### src/rtl/motor_cmd_scheduler.sv
// Motor command scheduler: builds 3-byte UART frames into a command queue and plays them to the PWM pair.
// A frame acts 1 clk after its last byte and IDLE starts a queued command 1 clk later; a full queue drops frames.
module motor_cmd_fifo #(
  parameter int WIDTH = 24,
  parameter int DEPTH = 4
) (
  input  logic                   clk,
  input  logic                   reset,
  input  logic                   flush,
  input  logic                   push,
  input  logic [WIDTH-1:0]       push_dat,
  input  logic                   pop,
  output logic [WIDTH-1:0]       pop_dat,
  output logic [$clog2(DEPTH):0] count,
  output logic                   full,
  output logic                   empty
);
  localparam int AW = $clog2(DEPTH);

  logic [WIDTH-1:0] mem [DEPTH];
  logic [AW-1:0]    wr_ptr;
  logic [AW-1:0]    rd_ptr;
  logic             push_ok;
  logic             pop_ok;

  assign full    = (count == (AW+1)'(DEPTH));
  assign empty   = (count == '0);
  assign push_ok = push && !full;
  assign pop_ok  = pop && !empty;
  assign pop_dat = mem[rd_ptr];

  always_ff @(posedge clk or posedge reset) begin
    if (reset) begin
      wr_ptr <= '0;
      rd_ptr <= '0;
      count  <= '0;
    end else if (flush) begin
      wr_ptr <= '0;
      rd_ptr <= '0;
      count  <= '0;
    end else begin
      if (push_ok) wr_ptr <= wr_ptr + 1'b1;
      if (pop_ok)  rd_ptr <= rd_ptr + 1'b1;
      if (push_ok && !pop_ok)
        count <= count + 1'b1;
      else if (pop_ok && !push_ok)
        count <= count - 1'b1;
    end
  end

  always_ff @(posedge clk) begin
    if (push_ok) mem[wr_ptr] <= push_dat;
  end
endmodule

module motor_cmd_scheduler #(
  parameter int FIFO_DEPTH   = 4,
  parameter int TICK_DIV     = 400000,
  parameter int BYTE_TIMEOUT = 40000,
  parameter int DEAD_CYCLES  = 1024
) (
  input  logic                        clk,
  input  logic                        reset,
  input  logic [7:0]                  byte_in,
  input  logic                        byte_valid,
  output logic [6:0]                  lduty,
  output logic [6:0]                  rduty,
  output logic                        ldir,
  output logic                        rdir,
  output logic                        motor_en,
  output logic                        busy,
  output logic [$clog2(FIFO_DEPTH):0] fifo_count,
  output logic                        overflow,
  output logic                        frame_err
);
  typedef struct packed {
    logic       dir;
    logic [6:0] duty;
  } mot_t;

  typedef struct packed {
    mot_t       l;
    mot_t       r;
    logic [7:0] dur;
  } cmd_t;

  typedef enum logic [1:0] {IDLE, RUN, DEAD} state_t;

  localparam int TW = (TICK_DIV > 1)     ? $clog2(TICK_DIV)     : 1;
  localparam int DW = (DEAD_CYCLES > 1)  ? $clog2(DEAD_CYCLES)  : 1;
  localparam int OW = (BYTE_TIMEOUT > 1) ? $clog2(BYTE_TIMEOUT) : 1;

  logic [1:0]    byte_idx;
  logic [7:0]    lbyte;
  logic [7:0]    rbyte;
  logic [OW-1:0] idle_cnt;
  logic          frame_vld;
  cmd_t          frame;
  logic          stop;
  logic          push_req;

  logic [23:0]   head_dat;
  cmd_t          head;
  logic          fifo_full;
  logic          fifo_empty;

  state_t        state;
  state_t        state_nxt;
  mot_t          cur_l;
  mot_t          cur_r;
  logic [7:0]    remaining;
  logic [TW-1:0] tick;
  logic [DW-1:0] dead_cnt;
  logic          pop;
  logic          tick_last;
  logic          cmd_end;
  logic          dir_change;
  logic          dead_done;

  // Byte assembly; a completed frame is registered and acted on one edge later.
  always_ff @(posedge clk or posedge reset) begin
    if (reset) begin
      byte_idx  <= 2'd0;
      lbyte     <= '0;
      rbyte     <= '0;
      idle_cnt  <= '0;
      frame_vld <= 1'b0;
      frame     <= '0;
      frame_err <= 1'b0;
    end else begin
      frame_vld <= 1'b0;
      frame_err <= 1'b0;
      if (byte_valid) begin
        idle_cnt <= '0;
        case (byte_idx)
          2'd0: begin
            lbyte    <= byte_in;
            byte_idx <= 2'd1;
          end
          2'd1: begin
            rbyte    <= byte_in;
            byte_idx <= 2'd2;
          end
          default: begin
            frame     <= {lbyte, rbyte, byte_in};
            frame_vld <= 1'b1;
            byte_idx  <= 2'd0;
          end
        endcase
      end else if (byte_idx != 2'd0) begin
        if (idle_cnt == OW'(BYTE_TIMEOUT - 1)) begin
          byte_idx  <= 2'd0;
          idle_cnt  <= '0;
          frame_err <= 1'b1;
        end else begin
          idle_cnt <= idle_cnt + 1'b1;
        end
      end
    end
  end

  assign stop     = frame_vld && (frame.dur == 8'd0);
  assign push_req = frame_vld && !stop;

  always_ff @(posedge clk or posedge reset) begin
    if (reset)
      overflow <= 1'b0;
    else if (stop)
      overflow <= 1'b0;
    else if (push_req && fifo_full)
      overflow <= 1'b1;
  end

  motor_cmd_fifo #(
    .WIDTH (24),
    .DEPTH (FIFO_DEPTH)
  ) u_fifo (
    .clk      (clk),
    .reset    (reset),
    .flush    (stop),
    .push     (push_req),
    .push_dat (frame),
    .pop      (pop),
    .pop_dat  (head_dat),
    .count    (fifo_count),
    .full     (fifo_full),
    .empty    (fifo_empty)
  );

  assign head       = head_dat;
  assign tick_last  = (tick == TW'(TICK_DIV - 1));
  assign cmd_end    = (state == RUN) && tick_last && (remaining == 8'd1);
  assign dir_change = (head.l.dir != cur_l.dir) || (head.r.dir != cur_r.dir);
  assign dead_done  = (state == DEAD) && (dead_cnt == DW'(DEAD_CYCLES - 1));

  always_comb begin
    state_nxt = state;
    pop       = 1'b0;
    case (state)
      IDLE: begin
        if (!fifo_empty) begin
          pop       = 1'b1;
          state_nxt = RUN;
        end
      end
      RUN: begin
        if (cmd_end) begin
          if (fifo_empty)
            state_nxt = IDLE;
          else if (dir_change)
            state_nxt = DEAD;
          else
            pop = 1'b1;
        end
      end
      DEAD: begin
        if (dead_done) begin
          pop       = 1'b1;
          state_nxt = RUN;
        end
      end
      default: state_nxt = IDLE;
    endcase
    // Stop frame overrides any pop this cycle.
    if (stop) begin
      state_nxt = IDLE;
      pop       = 1'b0;
    end
  end

  always_ff @(posedge clk or posedge reset) begin
    if (reset) begin
      state     <= IDLE;
      cur_l     <= '0;
      cur_r     <= '0;
      remaining <= '0;
      tick      <= '0;
      dead_cnt  <= '0;
    end else begin
      state <= state_nxt;
      if (stop) begin
        cur_l     <= '0;
        cur_r     <= '0;
        remaining <= '0;
        tick      <= '0;
        dead_cnt  <= '0;
      end else if (pop) begin
        cur_l     <= head.l;
        cur_r     <= head.r;
        remaining <= head.dur;
        tick      <= '0;
        dead_cnt  <= '0;
      end else if (state == RUN) begin
        dead_cnt <= '0;
        if (tick_last) begin
          tick      <= '0;
          remaining <= remaining - 1'b1;
        end else begin
          tick <= tick + 1'b1;
        end
      end else if (state == DEAD) begin
        dead_cnt <= dead_cnt + 1'b1;
      end
    end
  end

  assign motor_en = (state == RUN);
  assign busy     = (state != IDLE);
  assign lduty    = motor_en ? cur_l.duty : 7'd0;
  assign rduty    = motor_en ? cur_r.duty : 7'd0;
  assign ldir     = motor_en ? cur_l.dir  : 1'b0;
  assign rdir     = motor_en ? cur_r.dir  : 1'b0;
endmodule

### config.mk
export PLATFORM = sky130hd
export DESIGN_NAME = motor_cmd_scheduler
export DESIGN_NICKNAME = d
export VERILOG_FILES = /design/src/rtl/motor_cmd_scheduler.sv
export SDC_FILE = /design/constraint.sdc
export NUM_CORES = 1
export LEC_CHECK = 0
export BUFFER_PORTS_ARGS = -buffer_cell sky130_fd_sc_hd__buf_2
export CAP_MARGIN = 20
export CORE_MARGIN = 2
export CORE_UTILIZATION = 50
export DETAILED_ROUTE_END_ITERATION = 10
export PLACE_DENSITY = 0.73
export RECOVER_POWER = 100
export SLEW_MARGIN = 20
export SYNTH_ARGS = -nofsm -noshare
export SYNTH_HDL_FRONTEND = slang
export SYNTH_SLANG_ARGS = --single-unit
### constraint.sdc
create_clock -name clk -period 4.35 [get_ports clk]
set_input_delay 0.6525 -clock clk [delete_from_list [all_inputs] [get_ports clk]]
set_output_delay 0.6525 -clock clk [all_outputs]
set_load 0.01 [all_outputs]
Yosys cells after proc, flatten, opt, wreduce, memory -nomap -nowiden
Memory sizes are Yosys's and may differ from the RTL's.
Cells that the tools add are included.
W data, S select, Z words.
{"block": "op_classes", "add_sub_neg": 8, "eq_ne": 14, "mux": 57, "bitwise": 1, "reduce_logical": 39}
{"operator": "$mux W19", "count": 4}
{"operator": "$mux W8", "count": 8}
{"operator": "$mux W16", "count": 3}
{"operator": "$mux W10", "count": 4}
{"operator": "$mux W2", "count": 13}
{"operator": "$add A19 B1 Y19 const B", "count": 1}
{"operator": "$eq A19 B19 Y1 const B", "count": 1}
{"operator": "$mux W1", "count": 17}
{"operator": "$add A16 B1 Y16 const B", "count": 1}
{"operator": "$eq A16 B16 Y1 const B", "count": 1}
{"operator": "$reduce_bool A2 Y1", "count": 8}
{"operator": "$mux W7", "count": 2}
{"operator": "$add A10 B1 Y10 const B", "count": 1}
{"operator": "$eq A10 B10 Y1 const B", "count": 1}
{"operator": "$logic_and A1 B1 Y1", "count": 10}
{"operator": "$reduce_and A2 Y1", "count": 5}
{"operator": "$mux W3", "count": 3}
{"operator": "$reduce_bool A3 Y1", "count": 3}
{"operator": "$eq A8 B1 Y1 const B", "count": 1}
{"operator": "$logic_not A8 Y1", "count": 1}
{"operator": "$sub A8 B1 Y8 const B", "count": 1}
{"operator": "$ne A3 B3 Y1 const B", "count": 2}
{"operator": "$pmux W2 S3", "count": 1}
{"operator": "$logic_not A1 Y1", "count": 5}
{"operator": "other kinds (18)", "count": 22}
{"block": "totals", "regBits": 123, "mem_bits_rw": 96, "in_bits": 11, "output_inout_bits": 23, "word_cells": 143, "n_memories": 1}
{"name": "u_fifo.mem", "depth": 4, "word_bits": 24, "read_ports": 1, "rd_clocked_by_memory_dff": 0, "wr": 1, "line": "20", "text": "logic [WIDTH-1:0] mem [DEPTH];"}

Logic depth before layout (Yosys ltp)
Gate-level depths: netlist of run 1.
An unclocked memory read counts as a cell.
{"block": "depth", "depth_word": 13, "mapped_depth": 14, "mapped_depth_nobuf": 13}

Modules after synthesis
A second synthesis of run 1 with hierarchy kept.
{"block": "hier_totals", "cells_unflattened": 708, "hier_area_um2": 9621.7}
{"mod": "motor_cmd_scheduler", "n_inst": 1, "cells_each": 517, "area_each_um2": 5576.6, "seq_area_each_um2": 2902.8}
{"mod": "motor_cmd_fifo", "n_inst": 1, "cells_each": 191, "area_each_um2": 4045.1, "seq_area_each_um2": 3057.9}

Worst setup path before layout of run 1
Ideal clock, no wire load.
{"block": "synth_timing", "path_type": "flip-flop to flip-flop", "start": "register tick[0]", "end": "register u_fifo.count[2]", "setup_time_ns": 0.076, "arrival_ns": 2.879, "required_time_ns": 4.274, "slack_ns": 1.394, "stages_incl_launch_ff": 15, "path_buffers": 1, "period_less_slack_ns": 2.956, "cell_sequence": "dfrtp_1 -> ha_1 -> nand2_1 -> nor4b_2 -> nand4_2 -> o21a_1 -> buf_6 -> nor2_1 -> nor2b_1 -> fa_1 -> inv_1 -> and3_1 -> a21oi_1 -> a211o_1 -> o21ai_1"}
{"block": "synth_via", "elab_chain_cells": 11, "word_cells_on_any_way": 13, "classes_between": "1 x eq/ne; 5 x mux; 7 x reduce/logical"}
{"element": "from (decl)", "line": "112", "text": "logic [TW-1:0] tick;"}
{"element": "from (signal assigned)", "line": "259", "text": "tick <= tick + 1'b1;"}
{"element": "$eq A19 B19 Y1 *", "line": "191", "text": "assign tick_last = (tick == TW'(TICK_DIV - 1));"}
{"element": "$logic_and A1 B1 Y1 * (2 in series)", "line": "192", "text": "assign cmd_end = (state == RUN) && tick_last && (remaining == 8'd1);"}
{"element": "$mux W1 *", "line": "207", "text": "if (cmd_end) begin"}
{"element": "$pmux W1 S3 *", "line": "199", "text": "case (state)"}
{"element": "$mux W1 *", "line": "225", "text": "if (stop) begin"}
{"element": "$logic_and A1 B1 Y1 *", "line": "29", "text": "assign pop_ok = pop && !empty;"}
{"element": "$logic_not A1 Y1", "line": "44", "text": "if (push_ok && !pop_ok)"}
{"element": "$logic_and A1 B1 Y1", "line": "44"}
{"element": "$mux W3", "line": "44"}
{"element": "$mux W3", "line": "37", "text": "end else if (flush) begin"}
{"element": "to (signal assigned)", "line": "45", "text": "count <= count + 1'b1;"}
{"element": "to (signal assigned)", "line": "47", "text": "count <= count - 1'b1;"}
{"element": "to (decl)", "line": "14", "text": "output logic [$clog2(DEPTH):0] count,"}
Every way passes the cells marked *; elsewhere a longest branch is shown, timed or not.
A chain may end at the register's enable or synchronous reset.

Worst setup path in the final report of run 1
{"block": "layout_timing", "start": "register frame[2] (netlist bit)", "end": "register remaining[5]"}
{"block": "layout_via", "elab_chain_cells": 5, "word_cells_on_any_way": 8, "classes_between": "3 x mux; 5 x reduce/logical"}
{"element": "from (decl)", "line": "98", "text": "cmd_t frame;"}
{"element": "from (signal assigned)", "line": "145", "text": "frame <= {lbyte, rbyte, byte_in};"}
{"element": "$logic_not A8 Y1 *", "line": "162", "text": "assign stop = frame_vld && (frame.dur == 8'd0);"}
{"element": "$logic_and A1 B1 Y1 *", "line": "162"}
{"element": "$mux W1", "line": "225"}
{"element": "$reduce_bool A3 Y1 (no line) or $mux W8 (tied branches)"}
{"element": "$reduce_and A2 Y1 (no line) or $mux W8 (tied branches)"}
{"element": "to (signal assigned)", "line": "250", "text": "remaining <= head.dur;"}
{"element": "to (signal assigned)", "line": "257", "text": "remaining <= remaining - 1'b1;"}
{"element": "to (decl)", "line": "111", "text": "logic [7:0] remaining;"}
Marks and branches as above.

==> flow_summary.yaml, run 1 <==
route:
  wire_per_inst_um: 18.8
  vias: 5735
  firstDrtPassIters: 7
  via_per_inst: 5.75
  ant_nets: 0
  drcViolationCount: 0
  drtIter0Drc: 472
  wl_um: 18800
worst_setup_path:
  path_cells: "nor4_1 -> and3_1 -> buf_4 -> or3_1 -> clkbuf_1 -> a21oi_1 -> a311o_1 -> a21oi_1"
  crit_slowest_cell: "nor4_1"
  crit_top_cell: "a21oi_1"
  crit_path_end_kind: "register"
  cp.required_ps: 4780
  critPathMaxStageDelay_ps: 880
  critPathKind: "reg -> reg"
  path_max_fanout: 31
  start_kind: "register"
  critical_path_arrival_ps: 4170
die:
  io_pins: 34
  coreArea_um2: 18600
  die_area_um2: 20000
  die_w_um: 141
  die_h_um: 141
  rows: 50
  start_util: 0.507
power_and_ir_drop:
  max-vdd-ir-drop_mv: 0.563
  pwr_density_cell_nw_per_um2: 689
  p_total_mw: 7.34
  p_leak_nw: 4.20
logic_synthesis:
  synth_top_flop_cell: "dfrtp_1"
  ys_warn_count: 0
  synthArstFlopShare: 0.562
  syn_inst: 701
  synth_edf_count: 96
  avgSynthCellArea_um2: 13.4
  yosysSeqAreaShare: 0.632
  yosysUniqueCellTypes: 66
  ys_ff_latch: 219
  syn_area_um2: 9430
  synth_nets: 722
timing:
  finalHoldViolCount: 0
  fin_setup_tns_ps: 0
  period_share: 0.860
  final.min_clock_period_ps: 3740
  drv_slew: 142
  worst_pin_slew_ps: 2950
  max_freq_ghz: 0.267
  clock_skew_ps: 22.7
  slew_headroom: -0.980
  setup_violations: 0
  rsz0062_at_grt: "no"
grt:
  grtUsageTotal: 0.192
  grt_max_degree: 67
  grt.overflow.total: 0
  grt_pass1_wl_um: 30700
  grt_pass1_vias: 5945
  antenna_found_initial: 0
clock_network:
  cts_hold_buf: 0
  clkTransAtPathRegs_ps: 60
  cts_buffer_depth: 3
  cts_root_buf: "clkbuf_16"
  tritoncts: "yes"
  clk_latency_ps: 530
  cts_setup_buffers: 0
  htree_levels: 1
  ctsResizeCount: 0
  cts-buffers-inserted: 24
  clock_sinks: 219
finish:
  drive_gt1_frac: 0.186
  synthToLayoutAreaGrowth_pct: 13.1
  mostFrequentLayoutCell: "dfrtp_1"
  postLayoutCoreUtil: 0.574
  final_cell_mix: "123 x dfrtp_1, 96 x edfxtp_1, 67 x nand2_1, 67 x nor2_1, 40 x mux2_2"
  n_fill_cell: 1429
  layout.nets: 767
  diodes: 0
place:
  dp_hpwl_um: 12200
  portBuffers: 33
  gp_congestion: 0.861
status:
  outcome: "complete, but fails checks"
  failed_checks: "capacitance limit, slew limit"
flow_run:
  drv_cap: 4
hold_path:
  min_path_type: "in -> reg"
## power breakdown
group,switching [mW],internal (mW)
sequential,0.436,2.76
combinational,1.10,0.872
clock,0.812,1.35
## flip-flops by register name, summed over array words and instances (netlist names), 2 cells and up
name / cells
u_fifo.mem: 96
frame: 24
tick: 19
idle_cnt: 16
dead_cnt: 10
cur_l: 8
cur_r: 8
lbyte: 8
rbyte: 8
remaining: 8
u_fifo.count: 3
byte_idx: 2
state: 2
u_fifo.rd_ptr: 2
u_fifo.wr_ptr: 2
## layout make-up
cell class | count | area (um^2) | area share
Multi-Input combinational cell | 444 | 3270 | 0.306
Tap cell | 234 | 293 | 0.0275
Clock buffer | 33 | 727 | 0.0682
Sequential cell | 219 | 5960 | 0.559
Timing Repair Buffer | 44 | 208 | 0.0195
Inverter | 13 | 50.0 | 0.00469
Clock inverter | 11 | 158 | 0.0148
## through the flow
| stage | hold WS, ps | setup slack [ps] | cells | area [um^2] |
|---|---|---|---|---|
| 2_1_floorplan | 449 | 427 | 701 | 9430 |
| 3_3_place_gp | 466 | 1080 | 954 | 9850 |
| 3_5_place_dp | 494 | 979 | 954 | 9850 |
| 4_1_cts | 327 | 946 | 998 | 10700 |
| 5_1_grt | 385 | 349 | 998 | 10700 |
| 6_report | 384 | 608 | 998 | 10700 |
## worst max-delay path: cells and delay by family (launching register included)
| kind | cells | cell delay [ps] |
|---|---|---|
| and+or+nand+nor | 3 | 1350 |
| buffers and inverters | 2 | 1120 |
| DFF | 1 | 470 |
| AOI/OAI and AO/OA | 3 | 680 |
## logic make-up after synthesis
| logic type | Yosys count | synth area share |
|---|---|---|
| AO/OA/AOI/OAI | 72 | 0.0498 |
| XOR/XNOR | 43 | 0.0427 |
| adder cells (fa/ha/maj) | 10 | 0.0141 |
| buffers and inverters | 38 | 0.0175 |
| flip-flops | 219 | 0.632 |
| multiplexers | 66 | 0.107 |
| AND/OR/NAND/NOR | 253 | 0.136 |
## cell usage after synthesis, types with 3 or more instances
library cell	n	area (um^2)
dfrtp_1	123	3080
edfxtp_1	96	2880
nand2_1	67	251
nor2_1	66	248
mux2_2	40	450
a21oi_1	31	155
xor2_1	30	263
and2_1	25	156
mux4_2	24	541
nand3_1	24	120
clkbuf_1	15	56.3
o21ai_0	15	75.1
inv_1	13	48.8
and3_1	11	68.8
xnor2_1	11	96.3
ha_1	9	113
nand4_1	9	56.3
nor3_1	8	40.0
nor4_1	7	43.8
buf_2	5	25.0
nor2b_1	5	31.3
o2bb2ai_1	4	35.0
nand2b_1	3	18.8
nand3b_1	3	22.5
or3_1	3	18.8
## worst paths after layout
kind / depth (start not counted) / endpoint / slack (ps) / startpoint
min in group asynchronous: 2 / tick[7] / 980 / reset
max in group asynchronous: 3 / cur_l[6] / 1630 / reset
max: 8 / remaining[5] / 610 / frame[2]
max reg2reg: 8 / remaining[5] / 610 / frame[2]
min reg2reg: 1 / frame[9] / 510 / rbyte[1]
min: 2 / rbyte[6] / 380 / byte_in[6]
## metal layers
| metal | part of all wire | track usage | wire length (um) |
|---|---|---|---|
| met1 | 0.44 | 0.260 | 8240 |
| met2 | 0.49 | 0.320 | 9150 |
| met3 | 0.044 | 0.0351 | 828 |
| met4 | 0.028 | 0.0595 | 527 |
| met5 | 0 | 0 | 0 |
No activity file was read; power rests on OpenSTA's default activity.
==> run 2: changes to the inputs <==
Settings changed: CORE_MARGIN 2 to 1.
==> run 2 against run 1 <==
  * Combinational power barely moved
  * Clock power fell by 5%
  * Highest routed layer unchanged
  * Count of clock-buffer cells in the layout is 8 lower
  * The run still ends with capacitance limit, slew limit left
==> flow_summary.yaml, run 2 (synthesis results as in run 1) <==
hold_path:
  whs_endpoint: "rbyte[2]"
  min_path_type: "in -> reg"
  whs_path_depth: 2
  min_from: "byte_in[2]"
worst_setup_path:
  critPathKind: "reg -> reg"
  path_max_fanout: 18
  reg2reg_to: "u_fifo.count[2]"
  critical_path_arrival_ps: 4000
  rr_startpoint: "remaining[5]"
  r2r_slack_ps: 790
  reg2reg_depth: 13
  crit_path_end_kind: "register"
  start_kind: "register"
  cp.required_ps: 4790
route:
  via_per_inst: 5.77
  wl_met3_um: 889
  vias: 5734
  drtIter0Drc: 385
  firstDrtPassIters: 5
  highest_layer: "met4"
  drcViolationCount: 0
  wl_um: 18700
  met1_length_um: 8040
  wire_per_inst_um: 18.8
  dr_wl_met2_um: 9240
  ant_nets: 0
timing:
  period_share: 0.818
  fin_setup_tns_ps: 0
  drv_slew: 187
  rsz0062_at_grt: "no"
  finalHoldViolCount: 0
  setup_violations: 0
  worst_pin_slew_ps: 2480
  clock_skew_ps: 18.6
  max_freq_ghz: 0.281
  slew_headroom: -0.664
  final.min_clock_period_ps: 3560
grt:
  grt_pass1_wl_um: 30900
  grt.overflow.total: 0
  antenna_found_initial: 0
  grt_max_degree: 57
  grt_pass1_vias: 6017
  grtUsageTotal: 0.201
die:
  die_w_um: 139
  coreArea_um2: 18200
  rows: 49
  die_h_um: 139
  die_area_um2: 19400
  io_pins: 34
  start_util: 0.518
finish:
  largest_reg_flops: 96
  n_fill_cell: 1427
  postLayoutCoreUtil: 0.582
  synthToLayoutAreaGrowth_pct: 12.4
  drive_gt1_frac: 0.185
  layout.nets: 767
  reg_top3: "u_fifo.mem x96, frame x24, tick x19"
  final_cell_mix: "123 x dfrtp_1, 96 x edfxtp_1, 67 x nand2_1, 67 x nor2_1, 40 x mux2_2"
  instances_no_fill: 993
  largest_register: "u_fifo.mem"
  diodes: 0
  mostFrequentLayoutCell: "dfrtp_1"
clock_network:
  cts_hold_buf: 0
  clock_sinks: 219
  tritoncts: "yes"
  ctsResizeCount: 0
  cts_buffer_depth: 3
  cts_root_buf: "clkbuf_16"
  cts-buffers-inserted: 24
  htree_levels: 1
  cts_setup_buffers: 0
  clk_latency_ps: 530
  clkTransAtPathRegs_ps: 60
place:
  gp_congestion: 0.855
  portBuffers: 33
  dp_cells: 949
  dp_hpwl_um: 12200
power_and_ir_drop:
  pwr_density_cell_nw_per_um2: 682
  p_leak_nw: 4.17
  max-vdd-ir-drop_mv: 0.462
  p_total_mw: 7.23
status:
  failed_checks: "capacitance limit, slew limit"
  outcome: "complete, but fails checks"
flow_run:
  drv_cap: 6
[run 2: stage by stage]
stage	worst slack, ps	cell area, um^2	hold slack [ps]
global route	473	10600	386
global placement	1070	9850	467
floorplan	427	9430	449
finish	792	10600	385
detailed placement	1010	9850	487
CTS	905	10700	243
[run 2: cell type report]
type / instances / area [um^2] / area share
Tap cell: 229 / 287 / 0.0270
Inverter: 13 / 50.0 / 0.00472
Timing Repair Buffer: 44 / 208 / 0.0196
Multi-Input combinational cell: 444 / 3270 / 0.308
Sequential cell: 219 / 5960 / 0.562
Clock inverter: 19 / 220 / 0.0208
Clock buffer: 25 / 604 / 0.0570
[run 2: critical path, stage by stage (launching register included)]
cell     delay [ps]
dfrtp_1         400
or2_0           280
nor4_1          470
nand4_1         430
o21a_1          300
buf_4           200
nor2_1          170
nor2b_1          90
fa_1            410
inv_1           100
and3_1          140
a21oi_1          60
a211o_1         290
o21ai_0         130
[run 2: worst max path at each step]
stage	start	endpoint
after floorplan	reset	byte_idx[0]
after global placement	remaining[5]	u_fifo.count[2]
after detailed placement	remaining[5]	u_fifo.count[2]
after CTS	remaining[5]	u_fifo.count[2]
after global routing	u_fifo.count[1]	u_fifo.mem[1][23]
final	remaining[5]	u_fifo.count[2]
[run 2: report_power, final]
part	total (mW)	internal, mW	switching, mW
registers	3.20	2.76	0.435
logic	1.96	0.875	1.08
clock network	2.07	1.25	0.815
total	7.23	4.89	2.33
[run 2: routing by layer]
metal  up-vias  GRT usage
li1       2617          -
met1      2943      0.259
met2       135      0.343
met3        39     0.0406
met4         0     0.0649
met5         -          0
